### src/rtl/writeback_stage_pkg.sv
// Shared encodings and the latched-result record for the writeback stage.
package writeback_stage_pkg;

    localparam logic [1:0] WB_EMPTY  = 2'b00;
    localparam logic [1:0] WB_FULL   = 2'b01;
    localparam logic [1:0] WB_XMM_HI = 2'b10;

    localparam logic [1:0] OPSZ_8  = 2'b00;
    localparam logic [1:0] OPSZ_16 = 2'b01;
    localparam logic [1:0] OPSZ_32 = 2'b10;

    localparam logic [1:0] BYP_NONE = 2'b00;
    localparam logic [1:0] BYP_D1   = 2'b01;
    localparam logic [1:0] BYP_D2   = 2'b10;

    typedef struct packed {
        logic [2:0]  dr1;
        logic [2:0]  dr2;
        logic [2:0]  dr_seg;
        logic        dr1_wen;
        logic        dr2_wen;
        logic        seg_wen;
        logic        xmm;
        logic [1:0]  op_size;
        logic [31:0] res1;
        logic [31:0] res2;
        logic [63:0] xres;
        logic [5:0]  flags;
        logic [5:0]  flags_mod;
        logic        lastuop;
    } wb_result_t;

endpackage

### src/rtl/writeback_stage_gpr_lane_gen.sv
// Maps a GPR destination id and operand size onto a register-file address,
// byte enables and lane-aligned write data.
module gpr_lane_gen #(
    parameter int DW = 32
) (
    input  logic [2:0]    id,
    input  logic [1:0]    op_size,
    input  logic [DW-1:0] data,
    output logic [2:0]    addr,
    output logic [3:0]    be,
    output logic [DW-1:0] wd
);
    import writeback_stage_pkg::*;

    // 8-bit ids 4-7 name the high byte (AH..BH) of registers 0-3
    always_comb begin
        addr = id;
        be   = 4'b1111;
        wd   = data;
        if (op_size == OPSZ_16) begin
            be = 4'b0011;
        end else if (op_size == OPSZ_8) begin
            if (id[2]) begin
                addr = {1'b0, id[1:0]};
                be   = 4'b0010;
                wd   = {data[DW-1:16], data[7:0], data[7:0]};
            end else begin
                be = 4'b0001;
            end
        end
    end

endmodule

### src/rtl/writeback_stage.sv
// Final pipeline stage: latches execute results, writes GPR/XMM/segment files
// and EFLAGS, drives the writeback bypass and counts retired instructions.
module writeback_stage
    import writeback_stage_pkg::*;
#(
    parameter int DW     = 32,
    parameter int RCNT_W = 32
) (
    input  logic              clk,
    input  logic              rst,
    input  logic              i_v,
    input  logic              i_inv,
    output logic              o_ready,
    input  logic [2:0]        i_dr1,
    input  logic [2:0]        i_dr2,
    input  logic [2:0]        i_drSeg,
    input  logic              i_dr1Wen,
    input  logic              i_dr2Wen,
    input  logic              i_segWen,
    input  logic              i_xmm,
    input  logic [1:0]        i_opSize,
    input  logic [DW-1:0]     i_res1,
    input  logic [DW-1:0]     i_res2,
    input  logic [63:0]       i_xres,
    input  logic [5:0]        i_flags,
    input  logic [5:0]        i_flags_mod,
    input  logic              i_lastuop,
    output logic              gpr_we1,
    output logic              gpr_we2,
    output logic [2:0]        gpr_wa1,
    output logic [2:0]        gpr_wa2,
    output logic [3:0]        gpr_be1,
    output logic [3:0]        gpr_be2,
    output logic [DW-1:0]     gpr_wd1,
    output logic [DW-1:0]     gpr_wd2,
    output logic              xmm_we,
    output logic [2:0]        xmm_wa,
    output logic              xmm_hi,
    output logic [31:0]       xmm_wd,
    output logic              seg_we,
    output logic [2:0]        seg_wa,
    output logic [15:0]       seg_wd,
    output logic [5:0]        flags_q,
    output logic [2:0]        wb_s1,
    output logic [2:0]        wb_s2,
    output logic [2:0]        wb_seg,
    output logic [1:0]        wbwe_s1,
    output logic [1:0]        wbwe_s2,
    output logic [1:0]        wbwe_seg,
    output logic              wbxmm,
    output logic              wbv,
    output logic [DW-1:0]     wb_data1,
    output logic [DW-1:0]     wb_data2,
    output logic [RCNT_W-1:0] retired
);

    logic [1:0] state;
    wb_result_t lat;
    logic       xmm2;
    logic       accept;
    logic       full_v;
    logic       hi_v;
    logic       last_cycle;
    logic       same_dst;

    assign xmm2       = lat.xmm & lat.dr2_wen;
    assign o_ready    = (state != WB_XMM_HI) && ((state != WB_FULL) || !xmm2);
    assign accept     = i_v & o_ready & ~i_inv;
    assign full_v     = (state == WB_FULL) & ~i_inv;
    assign hi_v       = (state == WB_XMM_HI) & ~i_inv;
    assign last_cycle = (full_v & ~xmm2) | hi_v;
    assign same_dst   = lat.dr1_wen & lat.dr2_wen & (lat.dr1 == lat.dr2) & ~lat.xmm;

    // A flush wins over everything; a split XMM result always takes its upper-half cycle
    always_ff @(posedge clk or negedge rst) begin
        if (!rst) begin
            state   <= WB_EMPTY;
            lat     <= '0;
            flags_q <= '0;
            retired <= '0;
        end else begin
            if (i_inv)
                state <= WB_EMPTY;
            else if (accept)
                state <= WB_FULL;
            else if ((state == WB_FULL) && xmm2)
                state <= WB_XMM_HI;
            else
                state <= WB_EMPTY;

            if (accept) begin
                lat.dr1       <= i_dr1;
                lat.dr2       <= i_dr2;
                lat.dr_seg    <= i_drSeg;
                lat.dr1_wen   <= i_dr1Wen;
                lat.dr2_wen   <= i_dr2Wen;
                lat.seg_wen   <= i_segWen;
                lat.xmm       <= i_xmm;
                lat.op_size   <= i_opSize;
                lat.res1      <= i_res1;
                lat.res2      <= i_res2;
                lat.xres      <= i_xres;
                lat.flags     <= i_flags;
                lat.flags_mod <= i_flags_mod;
                lat.lastuop   <= i_lastuop;
            end

            if (full_v)
                flags_q <= (flags_q & ~lat.flags_mod) | (lat.flags & lat.flags_mod);

            if (last_cycle && lat.lastuop)
                retired <= retired + {{(RCNT_W-1){1'b0}}, 1'b1};
        end
    end

    gpr_lane_gen #(.DW(DW)) u_lane1 (
        .id      (lat.dr1),
        .op_size (lat.op_size),
        .data    (lat.res1),
        .addr    (gpr_wa1),
        .be      (gpr_be1),
        .wd      (gpr_wd1)
    );

    gpr_lane_gen #(.DW(DW)) u_lane2 (
        .id      (lat.dr2),
        .op_size (lat.op_size),
        .data    (lat.res2),
        .addr    (gpr_wa2),
        .be      (gpr_be2),
        .wd      (gpr_wd2)
    );

    assign gpr_we1 = full_v & lat.dr1_wen & ~same_dst;
    assign gpr_we2 = full_v & lat.dr2_wen & ~lat.xmm;

    assign xmm_we = (full_v | hi_v) & xmm2;
    assign xmm_wa = lat.dr2;
    assign xmm_hi = (state == WB_XMM_HI);
    assign xmm_wd = xmm_hi ? lat.xres[63:32] : lat.xres[31:0];

    // Segment data borrows whichever bypass bus dr1 leaves free
    assign seg_we = full_v & lat.seg_wen;
    assign seg_wa = lat.dr_seg;
    assign seg_wd = lat.dr1_wen ? lat.res2[15:0] : lat.res1[15:0];

    assign wb_s1    = lat.dr1;
    assign wb_s2    = lat.dr2;
    assign wb_seg   = lat.dr_seg;
    assign wbwe_s1  = (full_v & lat.dr1_wen) ? BYP_D1 : BYP_NONE;
    assign wbwe_s2  = ((full_v | hi_v) & lat.dr2_wen) ? BYP_D2 : BYP_NONE;
    assign wbwe_seg = (full_v & lat.seg_wen) ? (lat.dr1_wen ? BYP_D2 : BYP_D1) : BYP_NONE;
    assign wbxmm    = (full_v | hi_v) & lat.xmm;
    assign wbv      = full_v | hi_v;
    assign wb_data1 = lat.res1;
    assign wb_data2 = lat.xmm ? xmm_wd : lat.res2;

endmodule

### config.mk
export PLATFORM = sky130hd
export DESIGN_NAME = writeback_stage
export DESIGN_NICKNAME = d
export VERILOG_FILES = /design/src/rtl/writeback_stage_pkg.sv /design/src/rtl/writeback_stage_gpr_lane_gen.sv /design/src/rtl/writeback_stage.sv
export SDC_FILE = /design/constraint.sdc
export NUM_CORES = 1
export LEC_CHECK = 0
export BUFFER_PORTS_ARGS = -buffer_cell sky130_fd_sc_hd__buf_2
export CAP_MARGIN = 10
export CORE_AREA = 2 2 160 162
export CTS_BUF_LIST = sky130_fd_sc_hd__clkbuf_8
export DETAILED_ROUTE_END_ITERATION = 10
export DIE_AREA = 0 0 162 164
export HOLD_SLACK_MARGIN = 0.08
export PLACE_DENSITY = 0.73
export SLEW_MARGIN = 20
export SYNTH_ARGS = -nofsm -noshare
export SYNTH_HDL_FRONTEND = slang
export SYNTH_HIERARCHICAL = 1
export SYNTH_SLANG_ARGS = --single-unit
### constraint.sdc
create_clock -name clk -period 4.25 [get_ports clk]
set_clock_uncertainty 0.15 [all_clocks]
set_input_delay 0 -clock clk [delete_from_list [all_inputs] [get_ports clk]]
set_output_delay 0 -clock clk [all_outputs]
set_load 0.01 [all_outputs]
==> summary.md, run 1 <==
| Metric | Value |
|---|---|
| CTS clock-pin slew for the worst setup and hold paths | `120 ps` |
| Vias/cell | `4.81` |
| Die X-Extent | `162 um` |
| Root buffer cell | `clkbuf_8` |
| Via count | `7379` |
| Leakage power | `6.37 nW` |
| Syn avg cell area | `13.5 sq um` |
| Core Util, Final | `53.8%` |
| Max-cap violations | `0` |
| Synth Register Bits | `196` |
| Reg power frac | `45.9%` |
| Netlist cell types | `40` |
| Final WL | `27.7 mm` |
| Detailed Place HPWL | `18.7 mm` |
| Wirelength per Cell | `18.1 um` |
| Yosys warnings | `6` |
| Largest area contributor in the netlist | `dfrtp_1` |
| CP startpoint kind | `flop` |
| Initial drt markers | `309` |
| CTS buffer count | `17` |
| Prevailing post-synth register cell | `dfrtp_1` |
| Maximum operating frequency | `0.373 GHz` |
| Worst setup path endpoint | `lat[57]` |
| Peak supply drop | `0.000214 V` |
| Final max-slew violation count | `0` |
| Async set-reset flop share out of synthesis | `100%` |
| Post-CTS setup buffer count | `0` |
| Worst Setup SP | `state[1]` |
| Crit-path max FO | `48` |
| CTS Sinks | `196` |
| Die area | `26600 sq um` |
| Port bufs | `414` |
| PostCTS Resize Cnt | `0` |
| First-pass detailed-route iteration total | `4` |
| Area contributors post-synth | `dfrtp_1 (51%), mux2_1 (16%), mux2_2 (14%), buf_4 (8.2%), xnor2_1 (2.2%)` |
| Min Tclk post-route | `2680 ps` |
| Post-CTS Hold Buffers | `161` |
| Largest net degree at the start of global routing | `88` |
| Commonest cells post-synth | `dfrtp_1 (196), mux2_1 (136), mux2_2 (123)` |
| Share of cells above drive strength 1 | `49.5%` |
| # IOs | `417` |
| DRC violations left | `0` |
| Crit end category | `flop` |
| Worst R2R Start | `state[1]` |
| Synth top area share | `50.7%` |
| CTS tree | `built` |
| Register area share after synthesis | `50.7%` |
| Clk pwr share | `22.0%` |
| Setup violators final | `0` |
| Pwr Density | `404 nW/um^2` |
| R2R depth | `6` |
| Comb pwr share | `32.1%` |
| EDFF count, synth | `0` |
| WS Path Type | `reg2reg` |
| DP Area | `11300 sq um` |
| Core box area | `24800 sq um` |
| R2R Setup Slk | `1570 ps` |
| Sw frac | `34.4%` |
| Vias in the first global route | `7820` |
| Net switching power | `1.86 mW` |
| Site Rows | `58` |
| RSZ-0062 raised after global routing | `false` |
| Status | `completed` |
| Final GP Congestion | `0.843` |
| Max_slew headroom | `30.3%` |
| Worst hold path class | `in2reg` |
| GRT Total Usage | `20.6%` |
| WP data required | `4430 ps` |
| CP Data Arrival Time | `2860 ps` |
| Setup TNS | `0 ps` |
| Reg-to-reg endpoint | `lat[57]` |
| Clk_lat worst skew | `450 ps` |
| Cell internal pwr | `3.54 mW` |
| First-pass GRT wire length | `42.5 mm` |
| Post-route clock period utilization | `63.1%` |
| Area grow syn2layout | `38.0%` |
| Chip height | `164 um` |
| Grt ovf | `0` |
| H-tree depth | `4` |
| Nets | `1350` |
| Finished layout cell area | `13300 sq um` |
| Post-DRT Antenna Nets | `0` |
| Post-Syn Instances | `718` |
| Hold Violations, Final | `0` |
| Top-count cell post-synth | `dfrtp_1` |
| Longest Clk Path Bufs | `2` |
| Initial antenna violation count | `3` |
| Post-synthesis cell area | `9670 sq um` |
| Starting Density | `39.0%` |
| Worst Tran Pin Value | `1040 ps` |
| Pwr Total | `5.39 mW` |
cell families after synthesis:
family / Yosys count / synth area share [%]
AO/OA/AOI/OAI: 6 / 0.518
other: 1 / 0.0388
multiplexers: 259 / 30.2
adder cells (fa/ha/maj): 1 / 0.129
AND/OR/NAND/NOR: 83 / 5.64
buffers and inverters: 138 / 9.69
XOR/XNOR: 34 / 3.08
flip-flops: 196 / 50.7
critical path, cell delays in order, from the launching register on:
cell	delay (ps)
dfrtp_1	410
and2b_1	250
a31oi_2	110
nand3b_1	120
buf_4	530
buf_4	570
mux2_1	380
final cells by class:
class                      instances  area, sq um
tap                              330          413
timing repair buffer             584         3780
inverter                           5         18.8
fill                            2057        11500
antenna                            3         7.51
clock buffer                      18          248
sequential                       196         4910
multi-input combinational        385         3830
clock inverter                    14          141
sequential cells by signal, summed over array words and instances, names as in the netlist, named ones only:
| name | cells |
|---|---|
| wb_s1 | 3 |
| wb_s2 | 3 |
| retired | 32 |
| seg_wa | 3 |
| wb_data1 | 32 |
| state | 2 |
| lat | 115 |
worst min-delay path by stage:
stage | cells after the start | from | to | slack [ps]
2_1_floorplan | 0 | rst | asynchronous set/reset pin | -450
3_3_place_gp | 1 | rst | lat[78] | -30
3_5_place_dp | 1 | rst | lat[78] | -20
4_1_cts | 3 | i_res2[6] | lat[83] | 90
5_1_grt | 3 | i_flags[0] | lat[7] | 100
6_report | 3 | i_res1[7] | wb_data1[7] | 130
metal layers:
layer  vias to the layer above  track usage (%)  part of all wire (%)
li1                       3354                -                     -
met1                      3672             24.3                    41
met2                       300             37.0                    51
met3                        53             4.22                   5.3
met4                         0             8.00                   2.9
met5                         -                0                     0
cell usage in the layout, fill, tap and decap left out, types with 2 or more instances in the layout:
| cell | Yosys | layout |
|---|---|---|
| nor4_2 | 3 | 3 |
| clkinv_8 | 0 | 3 |
| xnor2_1 | 24 | 24 |
| or3_2 | 2 | 2 |
| nor2_1 | 5 | 5 |
| clkbuf_8 | 0 | 19 |
| inv_6 | 0 | 5 |
| nor3_1 | 3 | 3 |
| mux2_1 | 136 | 136 |
| nor3b_4 | 2 | 2 |
| nand2_1 | 17 | 17 |
| diode_2 | 0 | 3 |
| inv_1 | 5 | 6 |
| nand2b_1 | 2 | 2 |
| buf_4 | 105 | 9 |
| nand3b_1 | 2 | 2 |
| nand4_1 | 9 | 9 |
| and3_1 | 9 | 9 |
| and2_1 | 4 | 4 |
| xor2_1 | 10 | 10 |
| nand3_1 | 12 | 12 |
| o21a_1 | 2 | 2 |
| inv_8 | 0 | 2 |
| nor2b_1 | 2 | 2 |
| and4_1 | 2 | 2 |
| buf_2 | 20 | 413 |
| dfrtp_1 | 196 | 195 |
| dlygate4sd3_1 | 0 | 160 |
| mux2_2 | 123 | 123 |
| clkinv_4 | 0 | 2 |
| conb_1 | 1 | 2 |
power groups by stage:
| stage | Sequential, mW | Combinational [mW] | Clock (mW) |
|---|---|---|---|
| 6_report | 2.47 | 1.73 | 1.19 |
| 3_3_place_gp | 2.49 | 1.57 | 0 |
| 3_5_place_dp | 2.50 | 1.59 | 0 |
| 2_1_floorplan | 2.42 | 1.14 | 0 |
| 4_1_cts | 2.47 | 1.72 | 1.24 |
| 5_1_grt | 2.52 | 1.86 | 1.32 |
metrics by stage:
step / cells / setup slack, ps / hold slack (ps)
3_3_place_gp: 1339 / 1610 / -32.8
6_report: 1535 / 1570 / 132
3_5_place_dp: 1339 / 1570 / -22.8
2_1_floorplan: 719 / 2280 / -446
4_1_cts: 1532 / 1550 / 92.9
5_1_grt: 1535 / 1410 / 97.3
Note: power is estimated with default switching activity, not from simulation.
==> inputs of run 2 (changes only) <==
--- a/config.mk
+++ b/config.mk
@@ -5,14 +5,15 @@
 export SDC_FILE = /design/constraint.sdc
 export NUM_CORES = 1
 export LEC_CHECK = 0
+export ABC_AREA = 1
 export BUFFER_PORTS_ARGS = -buffer_cell sky130_fd_sc_hd__buf_2
 export CAP_MARGIN = 10
-export CORE_AREA = 2 2 160 162
+export CORE_AREA = 2 2 163 165
 export CTS_BUF_LIST = sky130_fd_sc_hd__clkbuf_8
 export DETAILED_ROUTE_END_ITERATION = 10
-export DIE_AREA = 0 0 162 164
+export DIE_AREA = 0 0 165 167
 export HOLD_SLACK_MARGIN = 0.08
-export PLACE_DENSITY = 0.73
+export PLACE_DENSITY = 0.72
 export SLEW_MARGIN = 20
 export SYNTH_ARGS = -nofsm -noshare
 export SYNTH_HDL_FRONTEND = slang
==> constraint.sdc (replaced) <==
create_clock -name clk -period 2.5 [get_ports clk]
set_clock_uncertainty 0.15 [all_clocks]
set_input_delay 0 -clock clk [delete_from_list [all_inputs] [get_ports clk]]
set_output_delay 0 -clock clk [all_outputs]
set_load 0.01 [all_outputs]
==> run 2 against run 1 <==
Effect of this change: synthesized area is 3.7% higher; non-clock buffer count up 79; clock power is 81% higher; flip-flop and latch count stayed put; critical path depth is 1 lower; cell count increased by 43%; global-route usage increased by 6.6 points; highest routed layer unchanged.
==> summary.md, run 2 <==
| Metric | Value |
|---|---|
| Status | `completed` |
| Initial drt markers | `770 (+150%)` |
| Cell family with most CP delay | `buffers and inverters` |
| GRT Total Usage | `27.2% (+6.6 points)` |
| Final WS setup | `187 ps (-1380 ps)` |
| Crit end category | `output port` |
| Yosys warnings | `6 (unchanged)` |
| CTS buffer count | `17 (unchanged)` |
| Grt ovf | `0 (unchanged)` |
| Antenna cells | `0 (-3)` |
| RSZ-0062 raised after global routing | `false` |
| Setup TNS | `0 ps (unchanged)` |
| Finished layout cell area | `14400 sq um (+7.9%)` |
| Register area share after synthesis | `48.9% (-1.8 points)` |
| Worst R2R Start | `state[1]` |
| WP data required | `2350 ps (-2080 ps)` |
| Area of the multi-input gates | `3900 sq um (+1.7%)` |
| Largest net degree at the start of global routing | `147 (+67%)` |
| Site Rows | `59 (+1.7%)` |
| Syn avg cell area | `7.52 sq um (-44%)` |
| Async set-reset flop share out of synthesis | `100% (unchanged)` |
| Worst hold path class | `in2reg` |
| Peak supply drop | `0.000353 V (+65%)` |
| # IOs | `417 (unchanged)` |
| Area grow syn2layout | `43.6%` |
| Area contributors post-synth | `dfrtp_1 (49%), nand2_1 (27%), buf_4 (7.9%), nor2_1 (2.6%), a31oi_1 (2.4%)` |
| Post-route clock period utilization | `92.5%` |
| Final max-slew violation count | `0 (unchanged)` |
| WS Path Type | `reg2out` |
| Main combinational cell family by area after synthesis | `simple AND/OR/NAND/NOR gates` |
| Setup violators final | `0 (unchanged)` |
| Synth Register Bits | `196 (unchanged)` |
| EDFF count, synth | `0 (unchanged)` |
| Detailed Place HPWL | `23.8 mm (+27%)` |
| Crit-path max FO | `33 (-31%)` |
| Pre-CTS setup slack | `489 ps (-1080 ps)` |
| Adder-cell area share of the yosys netlist | `0.125% (-0.0046 points)` |
| Starting Density | `38.9% (about the same)` |
| Hold EP | `lat[25]` |
| Leakage power | `7.94 nW (+25%)` |
| Most frequent cells in the layout | `nand2_1 (713), buf_2 (413), dlygate4sd3_1 (232)` |
| DP Area | `11700 sq um (+2.9%)` |
| Post-synthesis xor/xnor area fraction | `1.66% (-1.4 points)` |
| Chip height | `167 um (+1.8%)` |
| Port bufs | `414 (unchanged)` |
| Most common cell after layout, fill and taps aside | `nand2_1` |
| Max stage delay on crit path | `450 ps (-120 ps)` |
| Nets | `2015 (+49%)` |
| Min Tclk post-route | `2310 ps` |
| R2R Setup Slk | `240 ps (-1330 ps)` |
| CTS tree | `built` |
| Die area | `27600 sq um (+3.7%)` |
| Longest Clk Path Bufs | `2 (unchanged)` |
| Largest area contributor in the netlist | `dfrtp_1` |
| Synth Area in Compound Gates | `3.34% (+2.8 points)` |
| H-tree depth | `4 (unchanged)` |
| Via count | `11115 (+51%)` |
| CP Cell Sequence | `nor2_4, buf_4, nand2_1, a31oi_1, buf_2` |
| CP startpoint kind | `flop` |
| Root buffer cell | `clkbuf_8` |
| Die X-Extent | `165 um (+1.9%)` |
| Vias in the first global route | `10749 (+37%)` |
| Max-cap violations | `0 (unchanged)` |
| Wirelength per Cell | `17.6 um (-2.8%)` |
| Prevailing post-synth register cell | `dfrtp_1` |
| CTS Sinks | `196 (unchanged)` |
| First-pass detailed-route iteration total | `7 (+3)` |
| Largest reg by FF count | `lat` |
| CTS clock-pin slew for the worst setup and hold paths | `120 ps (about the same)` |
| DRC violations left | `0 (unchanged)` |
| Synth Area in Simple Gates | `33.6% (+28 points)` |
| Post-synthesis mux area share | `0% (-30 points)` |
| Reg-to-reg endpoint | `lat[10]` |
| Commonest cells post-synth | `nand2_1 (713), dfrtp_1 (196), buf_4 (105)` |
| Final GP Congestion | `0.903 (+7.0%)` |
| First-pass GRT wire length | `57.9 mm (+36%)` |
| Initial antenna violation count | `0 (-3)` |
| Pwr Density | `640 nW/um^2 (+58%)` |
| Pwr Total | `9.21 mW (+71%)` |
| Clk_lat worst skew | `480 ps (+30 ps)` |
| Largest register FFs | `115 (unchanged)` |
| Worst Tran Pin Value | `776 ps (-262 ps)` |
| Hold Violations, Final | `0 (unchanged)` |
| CP max stage cell | `dfrtp_1` |
| WHS Path Cells | `4 (+1)` |
| Post-CTS setup buffer count | `0 (unchanged)` |
| Register area | `4910 sq um (unchanged)` |
| # fillers | `2165 (+5.3%)` |
| Post-DRT Antenna Nets | `0 (unchanged)` |
| Post-synthesis cell area | `10000 sq um (+3.7%)` |
| Worst Hold Launch | `i_xres[12]` |
| Synth top area share | `48.9% (-1.8 points)` |
| Core box area | `25800 sq um (+3.8%)` |
| Share of cells above drive strength 1 | `25.8% (-24 points)` |
| Post-Syn Instances | `1334 (+86%)` |
| Top-count cell post-synth | `nand2_1` |
| Final WL | `38.7 mm (+39%)` |
| Maximum operating frequency | `0.432 GHz` |
| Vias/cell | `5.05 (+5.0%)` |
| Core Util, Final | `55.9% (+2.1 points)` |
| Crit path buffers/inverters | `2 (unchanged)` |
| R2R depth | `10 (+4)` |
| Max_slew headroom | `48.3% (+18 points)` |
| Netlist cell types | `30 (-25%)` |
| CP Data Arrival Time | `2160 ps (-700 ps)` |
==> run 2: layer usage <==
metal	share of wire (%)	GRT usage (%)	up-vias
met2	48	46.5	790
li1	-	-	5056
met5	0	0	-
met4	4.6	12.2	0
met3	10	6.38	139
met1	37	32.4	5130
==> run 2: report_power, final <==
group / internal (mW) / switching [mW]
clock: 0.843 / 1.31
combinational: 1.23 / 1.74
sequential: 3.64 / 0.462
==> run 2: logic make-up after synthesis <==
group,count (synthesis)
AOI/OAI and AO/OA,56
xor gates and xnor gates,19
adders and majority gates,1
buffers and inverters,205
DFF,196
other,1
and+or+nand+nor,856
==> run 2: layout make-up <==
| class | count | area share (%) |
|---|---|---|
| multi-input combinational | 934 | 27.1 |
| sequential | 196 | 34.1 |
| tap | 335 | 2.91 |
| clock buffer | 17 | 1.62 |
| clock inverter | 15 | 1.15 |
| timing repair buffer | 663 | 32.0 |
| inverter | 42 | 1.13 |
==> run 2: worst max path at each step <==
stage | to | cells past startpoint | slack (ps) | startpoint
3_5_place_dp | retired[28] | 8 | 490 | state[1]
5_1_grt | wb_data2[21] | 5 | 120 | state[0]
3_3_place_gp | retired[28] | 8 | 550 | state[1]
4_1_cts | wb_data2[21] | 5 | 150 | state[0]
6_report | wb_data2[21] | 5 | 190 | state[0]
2_1_floorplan | retired[24] | 8 | 820 | retired[0]
==> run 2: what timing repair did <==
| action | in CTS | in global routing |
|---|---|---|
| gates resized for setup | 0 | 0 |
| hold buffers | 233 | 0 |
| endpoints found under the hold margin | 354 | 0 |
==> run 2: through the flow <==
stage          cells  hold slack [ps]
3_3_place_gp    1937             -127
2_1_floorplan   1335             -446
3_5_place_dp    1937             -127
6_report        2202              102
5_1_grt         2202             98.9
4_1_cts         2202             80.0
==> run 2: tightest hold or removal path, cell delays in order <==
cell           delay (ps)
dlygate4sd3_1         520
buf_2                  90
nand2_1                40
nand2_1                50
